===== config.mk =====
export PLATFORM = sky130hd
export DESIGN_NAME = counter_sched
export DESIGN_NICKNAME = d
export VERILOG_FILES = /design/src/rtl/counter_sched.sv
export SDC_FILE = /design/constraint.sdc
export NUM_CORES = 1
export LEC_CHECK = 0
export ABC_AREA = 1
export CAP_MARGIN = 25
export CORE_MARGIN = 1
export CORE_UTILIZATION = 30
export CTS_CLUSTER_SIZE = 14
export DETAILED_ROUTE_END_ITERATION = 8
export PLACE_DENSITY_LB_ADDON = 0.25
export SKIP_LAST_GASP = 1
export SLEW_MARGIN = 5
export SYNTH_ARGS = -nofsm -noshare
export SYNTH_HDL_FRONTEND = slang
export SYNTH_SLANG_ARGS = --single-unit

===== constraint.sdc =====
create_clock -name clock -period 1.4 [get_ports clock]
set_input_delay 0.28 -clock clock [delete_from_list [all_inputs] [get_ports clock]]
set_output_delay 0.28 -clock clock [all_outputs]
set_load 0.1 [all_outputs]

===== src/rtl/counter_sched.sv =====
// counter_sched: two-requester round-robin interval counter with abort and one-cycle done pulse
module counter_sched #(
    parameter int WIDTH = 4
) (
    input  logic             clock,
    input  logic             clear,
    input  logic [1:0]       req,
    input  logic [WIDTH-1:0] limit0,
    input  logic [WIDTH-1:0] limit1,
    input  logic             abort,
    output logic [1:0]       gnt,
    output logic [1:0]       done,
    output logic [WIDTH-1:0] Q,
    output logic             busy
);
    typedef enum logic [1:0] {IDLE, RUN, DONE} state_t;
    state_t           state, state_n;
    logic [1:0]       gnt_n, done_n;
    logic [WIDTH-1:0] q_n, lim, lim_n;
    logic             ptr, ptr_n, sel;
    always_comb sel = (req == 2'b11) ? ptr : req[1];
    always_comb busy = (state != IDLE);
    always_comb begin
        state_n = state;
        gnt_n   = gnt;
        done_n  = 2'b00;
        q_n     = Q;
        lim_n   = lim;
        ptr_n   = ptr;
        case (state)
            IDLE: if (|req) begin
                state_n = RUN;
                gnt_n   = sel ? 2'b10 : 2'b01;
                lim_n   = sel ? limit1 : limit0;
                q_n     = '0;
            end
            RUN: if (abort) begin
                state_n = IDLE;
                gnt_n   = 2'b00;
                q_n     = '0;
                ptr_n   = ~gnt[1];
            end else if (Q == lim) begin
                state_n = DONE;
                done_n  = gnt;
            end else begin
                q_n = Q + 1'b1;
            end
            DONE: begin
                state_n = IDLE;
                gnt_n   = 2'b00;
                q_n     = '0;
                ptr_n   = ~gnt[1];
            end
            default: begin
                state_n = IDLE;
                gnt_n   = 2'b00;
                q_n     = '0;
            end
        endcase
    end
    always_ff @(posedge clock) begin
        if (clear) begin
            state <= IDLE;
            gnt   <= 2'b00;
            done  <= 2'b00;
            Q     <= '0;
            lim   <= '0;
            ptr   <= 1'b0;
        end else begin
            state <= state_n;
            gnt   <= gnt_n;
            done  <= done_n;
            Q     <= q_n;
            lim   <= lim_n;
            ptr   <= ptr_n;
        end
    end
endmodule


==> results.md <==
- Pwr dens: approximately 950 nW/um^2
- Worst slew margin: 77.66%
- Worst-path fanout max: 4
- Gpl congestion: about 0.84
- Ranking of synthesized cells by area: dfxtp_1 39%, nand2_1 17%, inv_1 8.3%
- Mapped cell area: 769.5 sq um
- Root Driver: clkbuf_4
- Worst skew pair latency: 0.28 ns
- Initial DRC count: 16
- Hold Startpoint: ptr$_SDFFE_PP0P_
- Placement Cell Area: 1135 sq um
- Finished layout cell area: 1165 sq um
- Maxcap violations: 0
- Critical path class: reg2out
- Pre-antenna DRT Iters: 4
- Final HPWL DP: 1.360 mm
- Synth unique cells: 21
- Critical Path AT: about 1 ns
- Overall via count from detail_route: 771
- Synth Instances: 115
- Share of the synthesized area in the top cell type: about two fifths
- Largest family of logic cells by synthesized area: simple AND/OR/NAND/NOR gates
- DRT Wirelength: 1.744 mm
- CP bufs+invs: 2
- Final Setup Violations: 0
- End of the worst register-to-register path: Q[1]$_SDFFE_PP0P_
- Die height: 52.65 microns
- Mux share of post-synthesis cell area: 0%
- Layout area overhead: 51.38%
- CTS tree: built
- Clock sinks: 15
- Hold depth: 2
- Status: finished, final reports clean
- Syn nets: approximately 130
- Number of hold buffers added after CTS: 0
- Die area: 2772 sq um
- Final Skew: slightly above 0.002 ns
- Initial Utilization: 33.19%
- Global-route wire length before repair: 2.918 mm
- Nets: roughly 160
- Largest area contributor in the netlist: dfxtp_1
- Reg-to-reg critical path startpoint: Q[1]$_SDFFE_PP0P_
- Max Slew Vio Count: 0
- Number of global-route vias before repair: 713
- Post-synth EDFFs: 0
- Congestion Overflow GR: 0
- Die W: 52.65 microns
- Post-CTS Repair Setup Buffers: 0
- R2R cell count: 8
- Final Cycle Share: 93.19%
- Initial antenna violation count: 0
- Worst-path clk slew: about 0.090 ns
- # fillers: 214
- Largest net degree at the start of global routing: 10
- Setup crit start kind: register
- Data required time of the worst path: 1.12 ns
- Antenna Nets Post-Route: 0
- Most numerous cell in the Yosys netlist: nand2_1
- R2r setup slk: 0.18 ns
- Setup crit end kind: primary output
- Compound-Gate Fraction of Synth Area: 10.08%
- Minimum clock period: 1.305 ns
- Fin. Hold Viols: 0
- VDD IR-drop max: 0.0005849 V
- Seq/Total Area, Yosys: ~39%
- Ys Warns: 0
- P_leak: 0.4991 nW
- WL/cell: ~10 microns
- CP Cell Sequence: nor2_2 -> inv_2 -> buf_12
- GR Util All Layers: 14.27%
- Reg area: 315.3 sq um
- Post-synth top cells: 35 x nand2_1, 17 x inv_1, 15 x dfxtp_1, 9 x nand3_1, 8 x a21oi_1
- Floorplan Core Area: around 2300 sq um
- FMAX: 766.5 MHz
- Worst-margin pin slew: 0.3339 ns
- Slowest stage delay, CP: 0.40 ns
- Post_cts resized: 0
- Hold endpoint: ptr$_SDFFE_PP0P_
- Total CTS buffers: 3
- Post-synthesis adder-cell area fraction: 1.626%
- Primary FF master, synth: dfxtp_1
- HP Class: reg2reg
- Max stage delay cell, worst path: dfxtp_1
- DRC viols: 0
- Boundary pin count: 22
- CTS H-tree depth: 1
- Ant diodes: 0
- Multi-input gate area: 385.4 sq um
- Post-synth ARST share: 0%
- Layout cells sized above 1: 23.94%
- RSZ-0062 raised after global routing: false
- Synth Register Bits: 15
- Clk buf depth: 2
- Port bufs: 21
- Xor and xnor fraction of the mapped netlist area: 0%
- Final TNS setup: 0 ns
- Cell family with most CP delay: flip-flops
- Synth Area in Simple Gates: 38.05%
- Via/cell ratio: 4.535
- Num rows: 17
- Mean Syn Cell Area: 6.691 sq um
-- cell families after synthesis --
| family | Yosys count |
|---|---|
| and+or+nand+nor | 63 |
| buffers and inverters | 22 |
| DFF | 15 |
| AOI/OAI and AO/OA | 14 |
| adders and majority gates | 1 |
-- sequential cells by signal, summed over array words and instances (netlist names) --
name	cells
Q	4
lim	4
done	2
gnt	2
state	2
ptr	1
-- worst max path at each step --
stage | startpoint | cells after the start | endpoint
final | state[0]$_SDFFE_PP0P_ | 3 | busy
after global placement | req[1] | 6 | gnt[1]$_SDFFE_PP0P_
after global routing | state[0]$_SDFFE_PP0P_ | 3 | busy
after CTS | state[1]$_SDFFE_PP0P_ | 3 | busy
after floorplan | gnt[1]$_SDFFE_PP0P_ | 3 | ptr$_SDFFE_PP0P_
after detailed placement | req[0] | 6 | lim[0]$_SDFFE_PP0P_
-- tightest hold or removal path, cell delays in order (launching register included) --
cell and delay, ns:
dfxtp_1 0.32, inv_1 0.05, a21oi_1 0.05
-- report_power, final --
group / internal [W] / switching, W / total (W)
sequential: 0.000452 / 0.0000319 / 0.000484
clock: 0.000106 / 0.000138 / 0.000244
combinational: 0.000147 / 0.000228 / 0.000375
total: 0.000704 / 0.000398 / 0.00110
-- metal layers --
metal  vias up  wire length, microns  global-route usage (%)
met2        15                   787                   22.36
met1       343                   876                   18.13
met5         -                     0                       0
li1        411                     -                       -
met4         0                    14                   7.456
met3         2                    65                   2.899
-- through the flow --
step                instances  total power [W]  utilization, %  hold WS [ns]  setup WS [ns]
finish                    170         0.001103           50.24        0.4551        0.09535
global route              170         0.001166           50.24        0.4914        0.02902
CTS                       170         0.001112           50.13        0.4618        0.05324
detailed placement        166        0.0008671           48.95        0.4484        -0.1134
global placement          166        0.0008622           48.95        0.4333       -0.03108
floorplan                 115        0.0007280               -        0.4239        0.01775
-- cell usage in the layout, fill, tap and decap left out, drive strengths merged --
cell type | synthesis | routed
nand2 | 40 | 40
inv | 20 | 20
dfxtp | 15 | 15
clkdlybuf4s50 | 0 | 12
buf | 1 | 12
nand3 | 10 | 10
a21oi | 9 | 9
nor2 | 9 | 9
a31oi | 3 | 3
clkbuf | 0 | 3
o21ai | 2 | 2
nand4 | 2 | 2
clkinv | 1 | 2
or2 | 1 | 1
nor3 | 1 | 1
ha | 1 | 1
-- cell type report --
class	instances	area share, %
clock buffer	3	1.933
clock inverter	1	0.4296
inverter	21	6.767
multi-input combinational	78	33.08
sequential	15	27.07
tap	28	3.008
timing repair buffer	24	27.71
Power figures use the tool's default switching activity.
